<file path="src/rtl/jtag_axis_sequencer.sv">
// Command front-end for the 32-bit JTAG shift engine.
// Accepts TMS/TDI word pairs on an AXI4-Stream slave and loads them into the engine.
// Starts the engine with a one-cycle ENABLE pulse, then waits for DONE.
// Returns the captured TDO word on an AXI4-Stream master, keeping packet
// boundaries intact. A DONE timeout and a misplaced TLAST are recorded as
// sticky error flags.
module jtag_axis_sequencer #(
    parameter int C_DONE_TIMEOUT  = 4096,
    parameter int C_TIMEOUT_WIDTH = 16
) (
    input  logic        CLK,
    input  logic        RESET,
    input  logic [31:0] S_AXIS_TDATA,
    input  logic        S_AXIS_TVALID,
    output logic        S_AXIS_TREADY,
    input  logic        S_AXIS_TLAST,
    output logic [31:0] M_AXIS_TDATA,
    output logic        M_AXIS_TVALID,
    input  logic        M_AXIS_TREADY,
    output logic        M_AXIS_TLAST,
    output logic        JTAG_ENABLE,
    input  logic        JTAG_DONE,
    output logic [31:0] JTAG_TMS_VECTOR,
    output logic [31:0] JTAG_TDI_VECTOR,
    input  logic [31:0] JTAG_TDO_VECTOR,
    output logic        BUSY,
    output logic [31:0] PAIR_COUNT,
    output logic        TIMEOUT_ERR,
    output logic        PROTO_ERR
);

    typedef enum logic [2:0] {
        GET_TMS,
        GET_TDI,
        START,
        WAIT_DONE,
        SEND_TDO
    } state_t;

    // Last count value of WAIT_DONE before the pair is abandoned.
    localparam logic [C_TIMEOUT_WIDTH-1:0] TIMEOUT_LAST = C_TIMEOUT_WIDTH'(C_DONE_TIMEOUT - 1);

    state_t                     state;
    logic [C_TIMEOUT_WIDTH-1:0] timeout_cnt;
    logic                       tlast_latch;
    logic                       s_hs;
    logic                       m_hs;

    assign s_hs = S_AXIS_TVALID & S_AXIS_TREADY;
    assign m_hs = M_AXIS_TVALID & M_AXIS_TREADY;
    assign BUSY = (state != GET_TMS);

    // Pair sequencing FSM; every output except BUSY is a register updated here.
    always_ff @(posedge CLK) begin
        // NOTE: every register in this block, datapath included, is
        // cleared by the synchronous reset, so a reset mid-pair leaves no stale
        // vector or TDO word behind.
        if (RESET) begin
            state           <= GET_TMS;
            S_AXIS_TREADY   <= 1'b0;
            M_AXIS_TDATA    <= '0;
            M_AXIS_TVALID   <= 1'b0;
            M_AXIS_TLAST    <= 1'b0;
            JTAG_ENABLE     <= 1'b0;
            JTAG_TMS_VECTOR <= '0;
            JTAG_TDI_VECTOR <= '0;
            PAIR_COUNT      <= '0;
            TIMEOUT_ERR     <= 1'b0;
            PROTO_ERR       <= 1'b0;
            tlast_latch     <= 1'b0;
            timeout_cnt     <= '0;
        end else begin
            // NOTE: non-blocking assignments throughout, so every branch
            // sees the register values from before this edge.
            case (state)
                GET_TMS: begin
                    S_AXIS_TREADY <= 1'b1;
                    if (s_hs) begin
                        JTAG_TMS_VECTOR <= S_AXIS_TDATA;
                        if (S_AXIS_TLAST) begin
                            // TLAST on a TMS word: drop the word, wait for a fresh TMS.
                            PROTO_ERR <= 1'b1;
                        end else begin
                            state <= GET_TDI;
                        end
                    end
                end

                GET_TDI: begin
                    if (s_hs) begin
                        JTAG_TDI_VECTOR <= S_AXIS_TDATA;
                        tlast_latch     <= S_AXIS_TLAST;
                        S_AXIS_TREADY   <= 1'b0;
                        JTAG_ENABLE     <= 1'b1;
                        state           <= START;
                    end
                end

                START: begin
                    JTAG_ENABLE <= 1'b0;
                    timeout_cnt <= '0;
                    state       <= WAIT_DONE;
                end

                WAIT_DONE: begin
                    timeout_cnt <= timeout_cnt + C_TIMEOUT_WIDTH'(1);
                    // DONE is tested first so it wins over a coinciding timeout.
                    if (JTAG_DONE) begin
                        M_AXIS_TDATA  <= JTAG_TDO_VECTOR;
                        M_AXIS_TLAST  <= tlast_latch;
                        M_AXIS_TVALID <= 1'b1;
                        state         <= SEND_TDO;
                    end else if (timeout_cnt == TIMEOUT_LAST) begin
                        TIMEOUT_ERR   <= 1'b1;
                        M_AXIS_TDATA  <= 32'hFFFF_FFFF;
                        M_AXIS_TLAST  <= tlast_latch;
                        M_AXIS_TVALID <= 1'b1;
                        state         <= SEND_TDO;
                    end
                end

                SEND_TDO: begin
                    if (m_hs) begin
                        M_AXIS_TVALID <= 1'b0;
                        PAIR_COUNT    <= PAIR_COUNT + 32'd1;
                        S_AXIS_TREADY <= 1'b1;
                        state         <= GET_TMS;
                    end
                end

                default: begin
                    state <= GET_TMS;
                end
            endcase
        end
    end

endmodule

</file>
<file path="config.mk">
export PLATFORM = sky130hd
export DESIGN_NAME = jtag_axis_sequencer
export DESIGN_NICKNAME = d
export VERILOG_FILES = /design/src/rtl/jtag_axis_sequencer.sv
export SDC_FILE = /design/constraint.sdc
export NUM_CORES = 1
export LEC_CHECK = 0
export ABC_AREA = 1
export ABC_CLOCK_PERIOD_IN_PS = 1500
export CAP_MARGIN = 15
export CORE_MARGIN = 2
export CORE_UTILIZATION = 40
export DETAILED_ROUTE_END_ITERATION = 10
export PLACE_DENSITY = 0.73
export SLEW_MARGIN = 20
export SYNTH_ARGS = -nofsm -noshare
export SYNTH_HDL_FRONTEND = slang
export SYNTH_SLANG_ARGS = --single-unit
</file>
<file path="constraint.sdc">
create_clock -name CLK -period 1.5 [get_ports CLK]
set_input_delay 0.3 -clock CLK [delete_from_list [all_inputs] [get_ports CLK]]
set_output_delay 0.3 -clock CLK [all_outputs]
set_load 0.005 [all_outputs]
</file>
==> impl_metrics.toml, run 1 <==
[sta]
hold_ws_ns = 0.441
setup_violations = 0
fmax_mhz = 672
hold_violations = 0
setup_tns_ns = 0
final.setup_skew_ns = 0.00909
relSlewSlack_pct = 72.7
slew_viol_final = 0
tightest_slew_ns = 0.410
period_share_pct = 99.2
rsz0062_at_grt = "yes"
setup_ws_ns = 0.0116
period_needed_ns = 1.49

[floorplanning]
core_um2 = 15900
die_w_um = 132
die_h_um = 132
start_util_pct = 40.9
die-area_um2 = 17300
ios = 205
core.rowCount = 46

[logic_synthesis]
yosys_warnings = 0
syn_nets = 986
synthMostInstantiatedCell = "nor2_1"
async_reset_ff_share_pct = 0
synth_area_leaders = "dfxtp_1 47%, nor2_1 12%, nand2_1 9.1%"
ys_seq_area_share_pct = 47.4
synth_cell_type_count = 36
synth_edf_count = 0
avgSynthCellArea_um2 = 7.12
synth_top_area_share_pct = 47.4
synth_common_cells = "205 x nor2_1, 158 x nand2_1, 154 x dfxtp_1"
synthCells = 914
ys_seq_elements = 154
syn_area_um2 = 6500
synth_top_cell_by_area = "dfxtp_1"
ys.flop_type = "dfxtp_1"

[clocking]
clkSlewWorstSetupHoldPaths_ns = 0.06
clock_latency_ns = 0.42
cts_tree = "built"
cts_buffers = 17
cts.sinks = 154
ctsHoldBuffers = 0
cts_buffer_depth = 2
htreeDepth = 4
root_buffer = "clkbuf_16"

[routing]
drtPass1Iterations = 5
post_drt_via_cell_ratio = 4.89
drc = 0
wl_per_cell_um = 14.2
vias = 6946
drt_iter0_drc = 369
wl_mm = 20.2
final_antenna_net_count = 0

[critical_path]
worstPathRequired_ns = 1.84
critPathLaunchType = "register"
cp-end-kind = "register"
cp_top_family = "simple AND/OR/NAND/NOR gates"
path_cells = "ha_4 -> nand3_4 -> nor3_4 -> nand3_2 -> nand2_2 -> nand2_4 -> clkbuf_16 -> a21oi_2"
worst-path-buf-inv = 1
reg2reg_slack_ns = 0.01
path_class = "reg2reg"
cp.arrival_ns = 1.83
cpMaxStageDelayCell = "dfxtp_2"
slowest_delay_ns = 0.35
critPathMaxFanout = 8

[power_and_ir_drop]
vdd_drop_max_uv = 867
finalPower_mw = 11.5
power_frac_clock_pct = 39.4
p_sw_share_pct = 26.6
p_leak_nw = 4.46
p_int_mw = 8.47
p_switching_mw = 3.06
p_seq_share_pct = 40.9
power_density_nw_per_um2 = 1130
comb_power_share_pct = 19.7

[place]
numPortBuffers = 204
place_ws_ns = -0.314
place_congestion = 0.873
dp.cells = 1368
placed_area_um2 = 9250
hpwl_mm = 13.5

[flow_run]
cap_violations = 0

[layout]
utilization_pct = 64.5
antenna_cells = 0
fin_cells = 1420
syn2layout_area_growth_pct = 57.6
drive_gt1_share_pct = 20.4
multi_input_area_um2 = 3170
finalInstanceArea_um2 = 10200
fillers = 1456
register_area_um2 = 3160
fin_nets = 1264

[run_status]
status = "completed"

[global_route]
grt_pass1_wl_mm = 31.3
antenna_found_initial = 0
grt_start_max_net_pins = 54
track_usage_pct = 22.0
grt_pass1_vias = 6340
overflow = 0

[worst_hold_path]
worstHoldPathType = "reg2reg"
-- path summary, 6_finish.rpt --
path / start / to / cells past startpoint
worst max-delay path: timeout_cnt[0] / M_AXIS_TDATA[15] / 8
worst min register to register: M_AXIS_TDATA[26] / M_AXIS_TDATA[26] / 2
worst min-delay path: M_AXIS_TDATA[26] / M_AXIS_TDATA[26] / 2
worst max register to register: timeout_cnt[0] / M_AXIS_TDATA[15] / 8
-- state kept, by name, indices dropped and copies added (netlist names) --
signal           flops
JTAG_TDI_VECTOR     32
JTAG_TMS_VECTOR     32
M_AXIS_TDATA        32
PAIR_COUNT          32
timeout_cnt         16
state                3
JTAG_ENABLE          1
M_AXIS_TLAST         1
M_AXIS_TVALID        1
PROTO_ERR            1
S_AXIS_TREADY        1
TIMEOUT_ERR          1
tlast_latch          1
-- cells in the final DEF, fill, tap and decap left out, types with 6 or more instances in the layout --
| master | instances |
|---|---|
| a21oi_1 | 51 |
| nor2_4 | 12 |
| nor2_1 | 190 |
| nor3_1 | 9 |
| nand2_1 | 151 |
| clkbuf_16 | 19 |
| buf_12 | 7 |
| o21ai_1 | 14 |
| inv_2 | 6 |
| nand3_1 | 23 |
| dfxtp_4 | 11 |
| dfxtp_2 | 29 |
| o21ai_0 | 100 |
| nand4_1 | 8 |
| buf_4 | 81 |
| nor2_2 | 14 |
| nand2_2 | 11 |
| dfxtp_1 | 114 |
| clkdlybuf4s50_1 | 69 |
| a21oi_2 | 21 |
| inv_1 | 80 |
| dlygate4sd2_1 | 134 |
-- cell type report --
cell class / count / area share (%)
multi-input combinational: 636 / 30.9
clock buffer: 21 / 4.49
inverter: 87 / 3.21
sequential: 154 / 30.8
clock inverter: 10 / 1.64
timing repair buffer: 296 / 26.3
tap: 216 / 2.64
-- power by group through the flow --
| stage | Combinational [mW] | Sequential [mW] | Clock (mW) |
|---|---|---|---|
| floorplan | 0.946 | 4.83 | 0 |
| global placement | 2.42 | 4.79 | 0 |
| detailed placement | 2.44 | 4.80 | 0 |
| CTS | 2.20 | 4.71 | 4.64 |
| global route | 2.53 | 4.76 | 4.80 |
| finish | 2.28 | 4.71 | 4.54 |
-- logic make-up after synthesis --
family	after synthesis	synth area share, %
AO/OA/AOI/OAI	195	15.5
XOR/XNOR	4	0.539
adder cells (fa/ha/maj)	2	0.385
buffers and inverters	124	7.98
flip-flops	154	47.4
AND/OR/NAND/NOR	435	28.2
-- tightest hold or removal path, stage by stage (launching register included) --
cell,delay [ns]
dfxtp_1,0.31
inv_1,0.04
a21oi_1,0.05
-- what timing repair did --
action | in CTS | in global routing
pin swaps | 1 | 17
setup endpoints to repair | 177 | 93
buffers inserted | 13 | 5
gates resized for setup | 193 | 68
cloned | 0 | 3
-- routing by layer --
metal  vias to the layer above  part of all wire [%]  GRT usage, %
met5                         -                     0             0
met4                         0                   1.4          6.04
met3                        24                   8.8          7.02
met2                       278                    47          36.5
met1                      3156                    43          27.7
li1                       3488                     -             -
Power figures use the tool's default switching activity.
==> run 2: changes to the inputs <==
- RECOVER_POWER: default -> 50
==> run 2 against run 1 <==
  * Critical path depth did not move
  * Utilization shrank 0.055 points
  * Combinational power hardly changed
  * Sequential power hardly changed
  * Global-route usage is the same
  * Clock power barely moved
  * First-iteration DRC count fell by 1.1%
  * Maximum frequency hardly changed
  * Sequential share of layout area about the same
  * Total power hardly changed
  * Via count fell by 0.20%
==> impl_metrics.toml, run 2 (synthesis results as in run 1) <==
[run_status]
status = "completed"

[floorplanning]
start_util_pct = 40.9
die_h_um = 132
core.rowCount = 46
core_um2 = 15900
die-area_um2 = 17300
ios = 205
die_w_um = 132

[sta]
rsz0062_at_grt = "yes"
final.setup_skew_ns = 0.00953
relSlewSlack_pct = 72.6
setup_violations = 0
setup_ws_ns = 0.0103
slew_viol_final = 0
hold_violations = 0
fmax_mhz = 671
setup_tns_ns = 0
tightest_slew_ns = 0.412
period_needed_ns = 1.49
period_share_pct = 99.3

[clocking]
cts_buffers = 17
htreeDepth = 4
root_buffer = "clkbuf_16"
cts_tree = "built"
cts.sinks = 154
clock_latency_ns = 0.42
ctsHoldBuffers = 0
clkSlewWorstSetupHoldPaths_ns = 0.06
cts_buffer_depth = 2

[place]
dp.cells = 1368
hpwl_mm = 13.5
numPortBuffers = 204
place_ws_ns = -0.314
place_congestion = 0.873

[routing]
drc = 0
drtPass1Iterations = 6
vias = 6932
drt_iter0_drc = 365
wl_mm = 20.2
wl_per_cell_um = 14.2
post_drt_via_cell_ratio = 4.88
final_antenna_net_count = 0

[global_route]
grt_pass1_wl_mm = 31.3
antenna_found_initial = 0
overflow = 0
track_usage_pct = 22.0
grt_pass1_vias = 6340
grt_start_max_net_pins = 54

[layout]
fin_nets = 1264
fin_cells = 1420
drive_gt1_share_pct = 20.4
final_common_cell = "nor2_1"
antenna_cells = 0
syn2layout_area_growth_pct = 57.4
final_cell_mix = "190 x nor2_1, 151 x nand2_1, 134 x dlygate4sd2_1"

[power_and_ir_drop]
power_density_nw_per_um2 = 1130
p_leak_nw = 4.46
vdd_drop_max_uv = 868

[critical_path]
cp.arrival_ns = 1.83
worstPathRequired_ns = 1.84
critPathLaunchType = "register"
cp-end-kind = "register"
critPathMaxFanout = 8
path_class = "reg2reg"

[worst_hold_path]
worstHoldPathType = "reg2reg"

[flow_run]
cap_violations = 0
## run 2: changes by cell type in the layout (fill, tap and decap cells not counted), sizes merged
cell    change
buf         -1
clkbuf      +1
## run 2: worst max-delay path, stage by stage, from the launching register on
cell	delay (ns)
dfxtp_2	0.35
ha_4	0.16
nand3_4	0.09
nor3_4	0.15
nand3_2	0.13
nand2_2	0.11
nand2_4	0.11
clkbuf_16	0.20
a21oi_2	0.13
## run 2: path summary, 6_finish.rpt
path	startpoint	end	slack, ns	cells past startpoint
setup / recovery	timeout_cnt[0]	M_AXIS_TDATA[15]	0.01	8
hold / removal	M_AXIS_TDATA[26]	M_AXIS_TDATA[26]	0.44	2
setup reg to reg	timeout_cnt[0]	M_AXIS_TDATA[15]	0.01	8
hold reg to reg	M_AXIS_TDATA[26]	M_AXIS_TDATA[26]	0.44	2
## run 2: power by group
group / internal, mW / switching, mW / total (mW)
sequential: 4.49 / 0.221 / 4.71
combinational: 1.10 / 1.17 / 2.27
clock: 2.87 / 1.68 / 4.55
total: 8.46 / 3.06 / 11.5
## run 2: metal layers
layer / share of wire [%] / GRT usage, %
met5: 0 / 0
met4: 1.3 / 6.04
met3: 8.7 / 7.02
met2: 47 / 36.5
met1: 43 / 27.7
## run 2: layout make-up
class | instances | area (µm²)
Clock buffer | 21 | 460
Clock inverter | 10 | 168
Fill cell | 1459 | 5650
Inverter | 87 | 329
Multi-Input combinational cell | 636 | 3160
Sequential cell | 154 | 3160
Tap cell | 216 | 270
Timing Repair Buffer | 296 | 2690
## run 2: what timing repair did
action | CTS | global route
resized for setup | 193 | 68
buffers inserted | 13 | 5
endpoints found under the setup margin | 177 | 93
pin swaps | 1 | 17
gates cloned | 0 | 3
## run 2: through the flow
stage          util (%)  cell area, µm²  power, mW  hold WS (ns)
2_1_floorplan         -            6510       5.77         0.435
3_3_place_gp       58.2            9250       7.21         0.434
3_5_place_dp       58.2            9250       7.24         0.438
4_1_cts            62.5            9930       11.5         0.444
5_1_grt            64.5           10200       12.1         0.466
6_report           64.5           10200       11.5         0.441
==> run 3: changes to the inputs <==
- MAX_ROUTING_LAYER: default -> met4
- PLACE_DENSITY: 0.73 -> 0.77
==> run 3 against run 2 <==
  * The run now ends with negative setup slack left
  * Clock power down 0.9%
  * Via count up 3.5%
  * Sequential power about the same
  * Cell area up 3.8%
  * Utilization grew 2.4 points
  * Cell count is 1.3% higher
  * Maximum frequency shrank 3.6%
  * Worst hold slack better by 0.0051 ns
  * Global-route usage increased by 0.93 points
  * Clock skew fell by 0.0020 ns
  * Critical path type unchanged
  * Highest routed layer unchanged
==> impl_metrics.toml, run 3 (synthesis results as in run 1) <==
[layout]
drive_gt1_share_pct = 24.8
final_cell_mix = "184 x nor2_1, 141 x nand2_1, 133 x dlygate4sd2_1"
fin_cells = 1439
final_common_cell = "nor2_1"
antenna_cells = 0
utilization_pct = 66.9
fin_nets = 1282
syn2layout_area_growth_pct = 63.4

[clocking]
ctsHoldBuffers = 0
root_buffer = "clkbuf_16"
cts.sinks = 154
cts_tree = "built"
clock_latency_ns = 0.42
htreeDepth = 4
cts_buffer_depth = 2
clkSlewWorstSetupHoldPaths_ns = 0.06
cts_buffers = 17

[critical_path]
cp-end-kind = "register"
worstPathRequired_ns = 1.85
startpoint = "timeout_cnt[0]"
r2r-start = "timeout_cnt[0]"
critPathLaunchType = "register"
critPathMaxFanout = 8
cp_top_family = "simple AND/OR/NAND/NOR gates"
worst-path-buf-inv = 1
slowest_delay_ns = 0.37
path_class = "reg2reg"
cp.arrival_ns = 1.90
cpMaxStageDelayCell = "dfxtp_4"
path_cells = "ha_4 -> nand3_4 -> nor3_4 -> nand3_2 -> nand2_2 -> nand2_4 -> clkbuf_16 -> a21oi_2"

[routing]
wl_per_cell_um = 15.0
drtPass1Iterations = 5
post_drt_via_cell_ratio = 4.99
drc = 0
drt_iter0_drc = 480
wl_mm = 21.7
final_antenna_net_count = 0
vias = 7174

[sta]
setup_ws_ns = -0.0446
hold_ws_ns = 0.446
period_share_pct = 103
final.setup_skew_ns = 0.00754
fmax_mhz = 647
period_needed_ns = 1.54
tightest_slew_ns = 0.392
relSlewSlack_pct = 73.6
slew_viol_final = 0
rsz0062_at_grt = "yes"
setup_violations = 10
hold_violations = 0

[flow_run]
cap_violations = 0

[floorplanning]
die-area_um2 = 17300
core.rowCount = 46
core_um2 = 15900
start_util_pct = 40.9
die_h_um = 132
die_w_um = 132
ios = 205

[worst_hold_path]
worstHoldPathType = "reg2reg"
hp-start = "M_AXIS_TDATA[24]"

[place]
hpwl_mm = 14.0
dp.cells = 1376
place_congestion = 0.912
numPortBuffers = 204

[global_route]
grt_pass1_vias = 6442
antenna_found_initial = 0
grt_pass1_wl_mm = 31.7
grt_start_max_net_pins = 47
track_usage_pct = 23.0
overflow = 0

[run_status]
status = "complete, but fails checks"
violations = "negative setup slack"

[power_and_ir_drop]
p_leak_nw = 4.67
vdd_drop_max_uv = 868
power_density_nw_per_um2 = 1090
## run 3: per-layer routing
| metal | vias up | share of wire [%] | GRT usage (%) | wire length [µm] |
|---|---|---|---|---|
| li1 | 3536 | - | - | - |
| met1 | 3310 | 42 | 28.2 | 9140 |
| met2 | 289 | 48 | 36.6 | 10400 |
| met3 | 39 | 7.7 | 6.79 | 1670 |
| met4 | 0 | 2.1 | 6.88 | 447 |
| met5 | - | 0 | - | 0 |
## run 3: per-stage QoR
step | area [µm²] | total power [mW] | setup TNS (ns) | setup slack (ns)
final | 10600 | 11.6 | -0.127 | -0.0446
after global routing | 10600 | 12.1 | -3.09 | -0.134
after CTS | 10000 | 11.5 | -0.288 | -0.0486
after detailed placement | 9340 | 7.27 | -15.64 | -0.325
after global placement | 9340 | 7.23 | -11.63 | -0.276
after floorplan | 6510 | 5.77 | 0 | 0.0295
## run 3: final cells by class
type | count | area, µm²
Multi-Input combinational cell | 636 | 3340
Timing Repair Buffer | 314 | 2880
Sequential cell | 154 | 3190
Inverter | 87 | 334
Clock buffer | 19 | 453
Tap cell | 216 | 270
Fill cell | 1333 | 5260
Clock inverter | 13 | 164
## run 3: worst paths after layout
kind	endpoint	slack, ns	depth (start not counted)
worst max-delay path	M_AXIS_TDATA[11]	-0.04	8
worst min-delay path	M_AXIS_TDATA[24]	0.45	2
worst max register to register	M_AXIS_TDATA[11]	-0.04	8
worst min register to register	M_AXIS_TDATA[24]	0.45	2
## run 3: power breakdown
part | total, mW | switching, mW | internal, mW
clock | 4.51 | 1.79 | 2.72
combinational | 2.38 | 1.22 | 1.16
sequential | 4.69 | 0.217 | 4.48
total | 11.6 | 3.23 | 8.36
## run 3: repair_timing
action	4_1_cts	5_1_grt
cloned	0	3
gates resized for setup	202	125
setup endpoints to repair	173	110
pin swaps	3	37
setup buffers	15	13
## run 3: tightest hold or removal path: stages, from the launching register on
cell and delay (ns):
dfxtp_1 0.30, inv_1 0.04, a21oi_1 0.05
